$ cat src/rtl/ccd_scan_sequencer.sv
// Multi-line CCD scan scheduler: timed start pulses, progress/overrun/fault status.
// Define SCAN_OVERRUN_ABORT_EN to end the scan with err on the first overrun.
module ccd_scan_sequencer #(
  parameter int LINE_W      = 16,
  parameter int PERIOD_W    = 24,
  parameter int MIN_PERIOD  = 64,
  parameter int ACK_TIMEOUT = 15
) (
  input  logic                clk_i,
  input  logic                rst_i,
  input  logic                go_i,
  input  logic                abort_i,
  input  logic [LINE_W-1:0]   cfg_lines_i,
  input  logic [PERIOD_W-1:0] cfg_period_i,
  input  logic                cfg_mode_i,
  input  logic                ccd_busy_i,
  output logic                ccd_start_n_o,
  output logic                ccd_mode_o,
  output logic                busy_o,
  output logic                done_o,
  output logic [LINE_W-1:0]   line_cnt_o,
  output logic [7:0]          overrun_cnt_o,
  output logic                err_o,
  output logic                aborted_o
);

  localparam int AW = $clog2(ACK_TIMEOUT + 1);
  localparam logic [AW-1:0] ACK_LAST = AW'(ACK_TIMEOUT - 1);
  localparam logic [PERIOD_W-1:0] MINP = PERIOD_W'(MIN_PERIOD);

  typedef enum logic [2:0] {
    S_IDLE, S_TRIG, S_WACK, S_WDONE, S_WPER, S_DRAIN, S_FIN
  } state_e;

  state_e              state_q;
  logic [LINE_W-1:0]   lines_q, line_cnt_q, line_inc;
  logic [PERIOD_W-1:0] per_q, per_d, per_last, cnt_q, cnt_d;
  logic [AW-1:0]       ack_q;
  logic [7:0]          ovr_cnt_q, ovr_inc;
  logic                ovr_q, dcnt_q;
  logic                start_n_q, mode_q, busy_q, done_q;
  logic                err_q, aborted_q;
  logic                at_last, in_wait, ovr_hit, can_abort;

  always_comb begin
    per_d = cfg_period_i;
    if (cfg_period_i < MINP) per_d = MINP;
  end

  // cnt_q reads k in the k-th cycle after a trigger; it saturates at P-1
  assign per_last  = per_q - PERIOD_W'(1);
  assign at_last   = cnt_q == per_last;
  assign cnt_d     = at_last ? cnt_q : cnt_q + PERIOD_W'(1);
  assign line_inc  = line_cnt_q + LINE_W'(1);
  assign ovr_inc   = (ovr_cnt_q == 8'hff) ? ovr_cnt_q : ovr_cnt_q + 8'd1;
  assign in_wait   = state_q == S_WACK || state_q == S_WDONE;
  assign ovr_hit   = in_wait && at_last && !ovr_q && line_inc != lines_q;
  assign can_abort = in_wait || state_q == S_TRIG || state_q == S_WPER;

  always_ff @(posedge clk_i) begin
    if (rst_i) begin
      state_q    <= S_IDLE;
      lines_q    <= '0;
      per_q      <= MINP;
      cnt_q      <= '0;
      ack_q      <= '0;
      line_cnt_q <= '0;
      ovr_cnt_q  <= '0;
      ovr_q      <= 1'b0;
      dcnt_q     <= 1'b0;
      start_n_q  <= 1'b1;
      mode_q     <= 1'b0;
      busy_q     <= 1'b0;
      done_q     <= 1'b0;
      err_q      <= 1'b0;
      aborted_q  <= 1'b0;
    end else begin
      start_n_q <= 1'b1;
      done_q    <= 1'b0;
      if (state_q != S_IDLE && state_q != S_TRIG) cnt_q <= cnt_d;
      if (ovr_hit) begin
        ovr_q     <= 1'b1;
        ovr_cnt_q <= ovr_inc;
      end
      if (can_abort && abort_i) begin
        aborted_q <= 1'b1;
        dcnt_q    <= 1'b0;
        if (ccd_busy_i) begin
          state_q <= S_DRAIN;
        end else begin
          state_q <= S_FIN;
          done_q  <= 1'b1;
        end
`ifdef SCAN_OVERRUN_ABORT_EN
      end else if (ovr_hit) begin
        err_q <= 1'b1;
        if (ccd_busy_i) begin
          state_q <= S_DRAIN;
          dcnt_q  <= 1'b1;
        end else begin
          if (state_q == S_WDONE) line_cnt_q <= line_inc;
          state_q <= S_FIN;
          done_q  <= 1'b1;
        end
`endif
      end else begin
        unique case (state_q)
          S_IDLE: begin
            if (go_i && !abort_i) begin
              lines_q    <= cfg_lines_i;
              per_q      <= per_d;
              mode_q     <= cfg_mode_i;
              line_cnt_q <= '0;
              ovr_cnt_q  <= '0;
              err_q      <= 1'b0;
              aborted_q  <= 1'b0;
              busy_q     <= 1'b1;
              if (cfg_lines_i != '0) begin
                state_q   <= S_TRIG;
                start_n_q <= 1'b0;
              end else begin
                state_q <= S_FIN;
                done_q  <= 1'b1;
              end
            end
          end
          S_TRIG: begin
            cnt_q   <= PERIOD_W'(1);
            ack_q   <= '0;
            ovr_q   <= 1'b0;
            state_q <= S_WACK;
          end
          S_WACK: begin
            if (ccd_busy_i) begin
              state_q <= S_WDONE;
            end else if (ack_q == ACK_LAST) begin
              err_q   <= 1'b1;
              state_q <= S_FIN;
              done_q  <= 1'b1;
            end else begin
              ack_q <= ack_q + AW'(1);
            end
          end
          S_WDONE: begin
            if (!ccd_busy_i) begin
              line_cnt_q <= line_inc;
              if (line_inc == lines_q) begin
                state_q <= S_FIN;
                done_q  <= 1'b1;
              end else if (at_last) begin
                state_q   <= S_TRIG;
                start_n_q <= 1'b0;
              end else begin
                state_q <= S_WPER;
              end
            end
          end
          S_WPER: begin
            if (at_last) begin
              state_q   <= S_TRIG;
              start_n_q <= 1'b0;
            end
          end
          S_DRAIN: begin
            if (!ccd_busy_i) begin
              if (dcnt_q) line_cnt_q <= line_inc;
              state_q <= S_FIN;
              done_q  <= 1'b1;
            end
          end
          S_FIN: begin
            busy_q  <= 1'b0;
            state_q <= S_IDLE;
          end
          default: state_q <= S_IDLE;
        endcase
      end
    end
  end

  assign ccd_start_n_o = start_n_q;
  assign ccd_mode_o    = mode_q;
  assign busy_o        = busy_q;
  assign done_o        = done_q;
  assign line_cnt_o    = line_cnt_q;
  assign overrun_cnt_o = ovr_cnt_q;
  assign err_o         = err_q;
  assign aborted_o     = aborted_q;

endmodule
$ cat config.mk
export PLATFORM = sky130hd
export DESIGN_NAME = ccd_scan_sequencer
export DESIGN_NICKNAME = d
export VERILOG_FILES = /design/src/rtl/ccd_scan_sequencer.sv
export SDC_FILE = /design/constraint.sdc
export NUM_CORES = 1
export LEC_CHECK = 0
export BUFFER_PORTS_ARGS = -buffer_cell sky130_fd_sc_hd__buf_2
export CORE_MARGIN = 1.5
export CORE_UTILIZATION = 59
export CTS_CLUSTER_DIAMETER = 50
export DETAILED_ROUTE_END_ITERATION = 10
export PLACE_DENSITY = 0.87
export SKIP_CTS_REPAIR_TIMING = 1
export SYNTH_ARGS = -nofsm -noshare
export SYNTH_HDL_FRONTEND = slang
export SYNTH_SLANG_ARGS = --single-unit
$ cat constraint.sdc
create_clock -name clk_i -period 4.6 [get_ports clk_i]
set_input_delay 0.69 -clock clk_i [delete_from_list [all_inputs] [get_ports clk_i]]
set_output_delay 0.69 -clock clk_i [all_outputs]
set_load 0.05 [all_outputs]
==> results of run 1 <==
-- critical path: cells and delay by family (launching register included) --
family	cells	cell delay (ns)
AOI/OAI and AO/OA	2	0.59
xor gates and xnor gates	1	0.18
adders and majority gates	1	0.30
buffers and inverters	1	0.08
DFF	1	0.45
muxes	1	0.14
and+or+nand+nor	5	2.00
-- power by group --
group | internal (mW) | leakage, nW | switching [mW]
Combinational | 0.215 | 1.81 | 0.351
Sequential | 0.930 | 0.827 | 0.0907
Clock | 0.251 | 0.0927 | 0.328
Total | 1.40 | 2.73 | 0.770
-- sequential cells by signal, indices dropped and copies added, names as in the netlist --
signal and cells:
ccd_start_n_o 1, state_q 3, done_o 1, ovr_q 1, line_cnt_o 16, err_o 1, lines_q 16, busy_o 1
per_q 24, overrun_cnt_o 8, ack_q 4, cnt_q 24, aborted_o 1, ccd_mode_o 1
-- cell type report --
class / instances / area (um2) / share of cell area, %
multi-input combinational: 686 / 4140 / 58.9
clock inverter: 5 / 60.1 / 0.854
tap: 140 / 175 / 2.49
timing repair buffer: 81 / 420 / 5.98
sequential: 102 / 2040 / 29.0
clock buffer: 10 / 128 / 1.82
inverter: 17 / 63.8 / 0.908
-- synthesized netlist by cell type, types with 18 or more instances --
cell type,instances
xor2_1,29
nand4_1,33
o21ai_0,35
xnor2_1,34
nor2_1,79
a31oi_1,19
clkbuf_1,47
nand2b_1,18
a21oi_1,81
nor3_1,21
dfxtp_1,102
nand2_1,120
nand3_1,27
-- logic make-up (layout without fill, tap and decap cells) --
family / Yosys count / after routing / synth area share (%)
and+or+nand+nor: 408 / 408 / 33.0
AOI/OAI and AO/OA: 197 / 197 / 18.8
DFF: 102 / 102 / 31.2
buffers and inverters: 79 / 113 / 5.58
xor gates and xnor gates: 63 / 63 / 8.43
muxes: 12 / 12 / 1.89
adders and majority gates: 6 / 6 / 1.15
-- metal layers --
| metal | wire [um] | vias to the layer above |
|---|---|---|
| met5 | 0 | - |
| li1 | - | 3198 |
| met2 | 7690 | 309 |
| met3 | 1350 | 34 |
| met4 | 313 | 0 |
| met1 | 7830 | 3035 |
-- worst max-delay path by stage --
stage	from	end	slack (ns)	cells after the start
after floorplan	line_cnt_o[3]	overrun_cnt_o[1]	1.14	10
after global placement	per_q[0]	overrun_cnt_o[6]	0.98	11
after detailed placement	per_q[0]	overrun_cnt_o[6]	0.88	11
after CTS	per_q[0]	overrun_cnt_o[6]	0.85	11
after global routing	per_q[0]	overrun_cnt_o[1]	0.61	11
final	per_q[0]	overrun_cnt_o[6]	0.76	11
==> flow_summary.json, run 1 <==
{
  "outcome": "complete, no violations",
  "ys_types": 71,
  "die-area_um2": 11700,
  "io_buffers": 75,
  "dp_hpwl_um": 12200,
  "grt_remaining_overflow": 0,
  "final_cell_mix": "nand2_1, dfxtp_1, a21oi_1, nor2_1, buf_2",
  "timing.hold.ws_ns": 0.461,
  "syn_inst": 867,
  "ant_nets": 0,
  "crit_chain": "inv_1 > ha_1 > xor2_1 > o211ai_1 > a2111oi_0 > nand4_1 > or4_1 > or4_1 > nor4_4 > nand4_1 > mux2i_1",
  "io_pins": 76,
  "mostFrequentLayoutCell": "nand2_1",
  "gr-usage-all-layers_pct": 30.2,
  "reg2reg_depth": 11,
  "dpl-instance-area_um2": 6840,
  "grt_first_pass_wirelength_um": 28300,
  "grt_pass1_vias": 5864,
  "crit_type": "flip-flop to flip-flop",
  "ys_ff_latch": 102,
  "setup_ws_ns": 0.755,
  "drv_slew": 0,
  "syn2layout_area_growth_pct": 7.36,
  "worstHoldPathType": "flip-flop to flip-flop",
  "crit_required_ns": 4.87,
  "p_total_mw": 2.17,
  "via_per_inst": 6.32,
  "setup_violations": 0,
  "fmax_mhz": 260,
  "drive_gt1_share_pct": 12.7,
  "min_to": "ccd_mode_o",
  "seq_area_frac_synth_pct": 31.2,
  "cp_slowest_cell": "or4_1",
  "period_share_pct": 83.6,
  "maxCapViolations": 0,
  "cp-start-kind": "flip-flop",
  "first_pass_iters": 5,
  "cp-end-kind": "flip-flop",
  "whs_path_depth": 2,
  "synth_top_area_share_pct": 31.2,
  "fin_area_um2": 7030,
  "skew_ns": 0.0109,
  "antenna_cells": 0,
  "vias": 6576,
  "syn-num-nets": 919,
  "path_max_fanout": 18,
  "p_leak_nw": 2.73,
  "grt_max_degree": 59,
  "finalSetupTns_ns": 0,
  "remaining_drc_errors": 0,
  "dr.first_iter.drc_count": 584,
  "gr-usage-met3_pct": 5.36,
  "fillCellCount": 952,
  "place_congestion": 1.04,
  "core_area_um2": 10800,
  "hold_viol": 0,
  "cts_root_buffer": "clkbuf_8",
  "synth_flop_cell": "dfxtp_1",
  "synthArstFlopShare_pct": 0,
  "cts_made_buffers": 9,
  "ff2ff_setup_slack_ns": 0.76,
  "rsz0062_at_grt": "no",
  "hold_start": "ccd_mode_o",
  "grt_use_met2_pct": 48.0,
  "grt-busiest-layer": "met2",
  "reg2reg_to": "overrun_cnt_o[6]",
  "crit_arrival_ns": 4.12,
  "clock_path_buffers": 2,
  "yosys.area.top_type": "dfxtp_1",
  "syn_avg_cell_area_um2": 7.55,
  "drt-wirelength-per-cell_um": 16.5,
  "synth.area.top_cells": "dfxtp_1, nand2_1, a21oi_1",
  "fin_nets": 949,
  "slew_headroom_pct": 48.6,
  "h-tree-depth": 3,
  "place_ws_ns": 0.877,
  "synth_edf_count": 0,
  "utilization_pct": 64.8,
  "antenna_found_initial": 0,
  "ir_drop_mv": 0.242,
  "synthesis.area_um2": 6550,
  "yosysWarnings": 0,
  "cts_sinks": 102,
  "fp.dieH_um": 108,
  "clk_pin_slew_ns": 0.10,
  "wl_um": 17200,
  "reg2reg_from": "per_q[0]",
  "die_w_um": 108,
  "fp-row-count": 38,
  "grt_use_met1_pct": 41.4,
  "worst_pin_slew_ns": 0.769,
  "layout_min_cycle_time_ns": 3.84,
  "initial_core_util_pct": 60.4,
  "finalNonFillerCells": 1041,
  "powerDensity_nw_per_um2": 308,
  "cts_tree": "done",
  "clk_latency_ns": 0.38,
  "dpl.cell_count": 1026,
  "slowest_delay_ns": 0.76
}
Note: power is estimated with default switching activity, not from simulation.
==> run 2: changes to the inputs <==
--- a/config.mk
+++ b/config.mk
@@ -7,10 +7,10 @@
 export LEC_CHECK = 0
 export BUFFER_PORTS_ARGS = -buffer_cell sky130_fd_sc_hd__buf_2
 export CORE_MARGIN = 1.5
-export CORE_UTILIZATION = 59
+export CORE_UTILIZATION = 54
 export CTS_CLUSTER_DIAMETER = 50
 export DETAILED_ROUTE_END_ITERATION = 10
-export PLACE_DENSITY = 0.87
+export PLACE_DENSITY = 0.85
 export SKIP_CTS_REPAIR_TIMING = 1
 export SYNTH_ARGS = -nofsm -noshare
 export SYNTH_HDL_FRONTEND = slang
==> constraint.sdc (replaced) <==
create_clock -name clk_i -period 3.2 [get_ports clk_i]
set_input_delay 0.48 -clock clk_i [delete_from_list [all_inputs] [get_ports clk_i]]
set_output_delay 0.48 -clock clk_i [all_outputs]
set_load 0.05 [all_outputs]
==> run 2 against run 1 <==
Effect of this change:
- sequential power increased by 39%
- final cell count rose by 7.4%
- combinational power is 77% higher
- utilization is 1.0 points higher
- hold slack got worse by 0.14 ns
==> flow_summary.json, run 2 (synthesis gave the netlist of run 1 again) <==
{
  "powerDensity_nw_per_um2": 448,
  "reg2reg_from": "per_q[11]",
  "cp-end-kind": "flip-flop",
  "worstHoldPathType": "input pin to flip-flop",
  "setup_ws_ns": 0.0228,
  "min_to": "per_q[1]",
  "drive_gt1_share_pct": 22.9,
  "cp_slowest_cell": "or4_1",
  "reg2reg_to": "state_q[2]",
  "grt_pass1_vias": 6119,
  "ir_drop_mv": 0.395,
  "fmax_mhz": 315,
  "die-area_um2": 12800,
  "largest_registers": "cnt_q x24, per_q x24",
  "cts_tree": "done",
  "clk_latency_ns": 0.37,
  "cp-start-kind": "flip-flop",
  "vias": 6948,
  "fin_nets": 1018,
  "grt_remaining_overflow": 0,
  "whs_path_depth": 3,
  "finalSetupTns_ns": 0,
  "cts_sinks": 102,
  "fp.dieH_um": 113,
  "hold_start": "cfg_period_i[1]",
  "path_max_fanout": 6,
  "dr.first_iter.drc_count": 602,
  "initial_core_util_pct": 55.0,
  "rsz0062_at_grt": "yes",
  "h-tree-depth": 3,
  "multiInputGateArea_um2": 4290,
  "timing.hold.ws_ns": 0.320,
  "core_area_um2": 11900,
  "seqCellArea_um2": 2070,
  "syn2layout_area_growth_pct": 19.9,
  "outcome": "complete, no violations",
  "grt_first_pass_wirelength_um": 30000,
  "gr-usage-met3_pct": 4.82,
  "drv_slew": 0,
  "final_cell_mix": "nand2_1, dfxtp_1, a21oi_1, nor2_1, buf_2",
  "cp_common_cell": "buf_4",
  "crit_type": "flip-flop to flip-flop",
  "fp-row-count": 40,
  "dp_hpwl_um": 13100,
  "cts_root_buffer": "clkbuf_16",
  "cp_num_cells": 11,
  "antenna_cells": 0,
  "grt_use_met1_pct": 38.6,
  "worst_pin_slew_ns": 0.878,
  "grt_use_met2_pct": 48.2,
  "ff2ff_setup_slack_ns": 0.02,
  "mostFrequentLayoutCell": "nand2_1",
  "crit_required_ns": 3.43,
  "gr-usage-all-layers_pct": 28.8,
  "slowest_delay_ns": 0.55,
  "crit_buf_inv": 3,
  "fillCellCount": 1032,
  "slew_headroom_pct": 41.0,
  "crit_chain": "buf_4 > xnor2_1 > a31oi_2 > a2111oi_2 > nand4_1 > or4_1 > or4_4 > buf_4 > buf_4 > a22oi_1 > a31oi_1",
  "grt-busiest-layer": "met2",
  "hold_viol": 0,
  "maxCapViolations": 0,
  "via_per_inst": 6.21,
  "ant_nets": 0,
  "place_congestion": 0.953,
  "drt-wirelength-per-cell_um": 16.7,
  "io_buffers": 75,
  "grt_max_degree": 58,
  "clk_pin_slew_ns": 0.07,
  "wl_um": 18700,
  "cpLargestDelayFamily": "simple AND/OR/NAND/NOR gates",
  "period_share_pct": 99.3,
  "setup_violations": 0,
  "io_pins": 76,
  "layout_min_cycle_time_ns": 3.18,
  "place_ws_ns": -0.166,
  "cts_made_buffers": 9,
  "first_pass_iters": 5,
  "p_leak_nw": 3.18,
  "reg2reg_depth": 11,
  "remaining_drc_errors": 0,
  "die_w_um": 113,
  "crit_arrival_ns": 3.41,
  "antenna_found_initial": 0,
  "skew_ns": 0.0138,
  "clock_path_buffers": 2
}
[run 2: power breakdown]
group / leakage, nW / total [mW] / internal, mW / switching, mW
clock: 0.142 / 1.10 / 0.578 / 0.523
sequential: 0.834 / 1.42 / 1.34 / 0.0804
combinational: 2.20 / 0.999 / 0.407 / 0.592
total: 3.18 / 3.52 / 2.32 / 1.20
[run 2: worst max path at each step]
stage	slack (ns)	start	to
3_3_place_gp	-0.10	per_q[1]	overrun_cnt_o[6]
5_1_grt	-0.11	per_q[11]	cnt_q[16]
4_1_cts	-0.15	per_q[1]	overrun_cnt_o[6]
3_5_place_dp	-0.17	per_q[1]	overrun_cnt_o[6]
6_report	0.02	per_q[11]	state_q[2]
2_1_floorplan	-0.002	per_q[0]	cnt_q[8]
[run 2: worst reg2reg max path: cells and delay by family (launching register included)]
kind            cells  cell delay [ns]
compound gates      4             0.66
xor+xnor            1             0.36
buf+inv             3             0.53
flops               1             0.36
simple gates        3             1.13
[run 2: cell type report]
cell class,instances,share of cell area (%)
multi-input cells,687,54.6
flip-flops and latches,102,26.3
repair buffers,149,12.1
clock buffers,11,3.22
well taps,147,2.34
inverters,17,0.813
clock inverters,5,0.542
[run 2: per-stage QoR]
step / power, mW / util, % / cells / instance area [um2]
after global placement: 2.36 / 61.7 / 1095 / 7340
after global routing: 3.68 / 65.9 / 1118 / 7850
after floorplan: 2.10 / - / 867 / 6570
after CTS: 3.46 / 64.1 / 1111 / 7640
after detailed placement: 2.37 / 61.7 / 1095 / 7340
final: 3.52 / 65.9 / 1118 / 7850
[run 2: layer usage]
metal / wire length, um / vias to the layer above
met2: 8920 / 321
met1: 7970 / 3237
li1: - / 3343
met4: 398 / 0
met3: 1370 / 47
met5: 0 / -
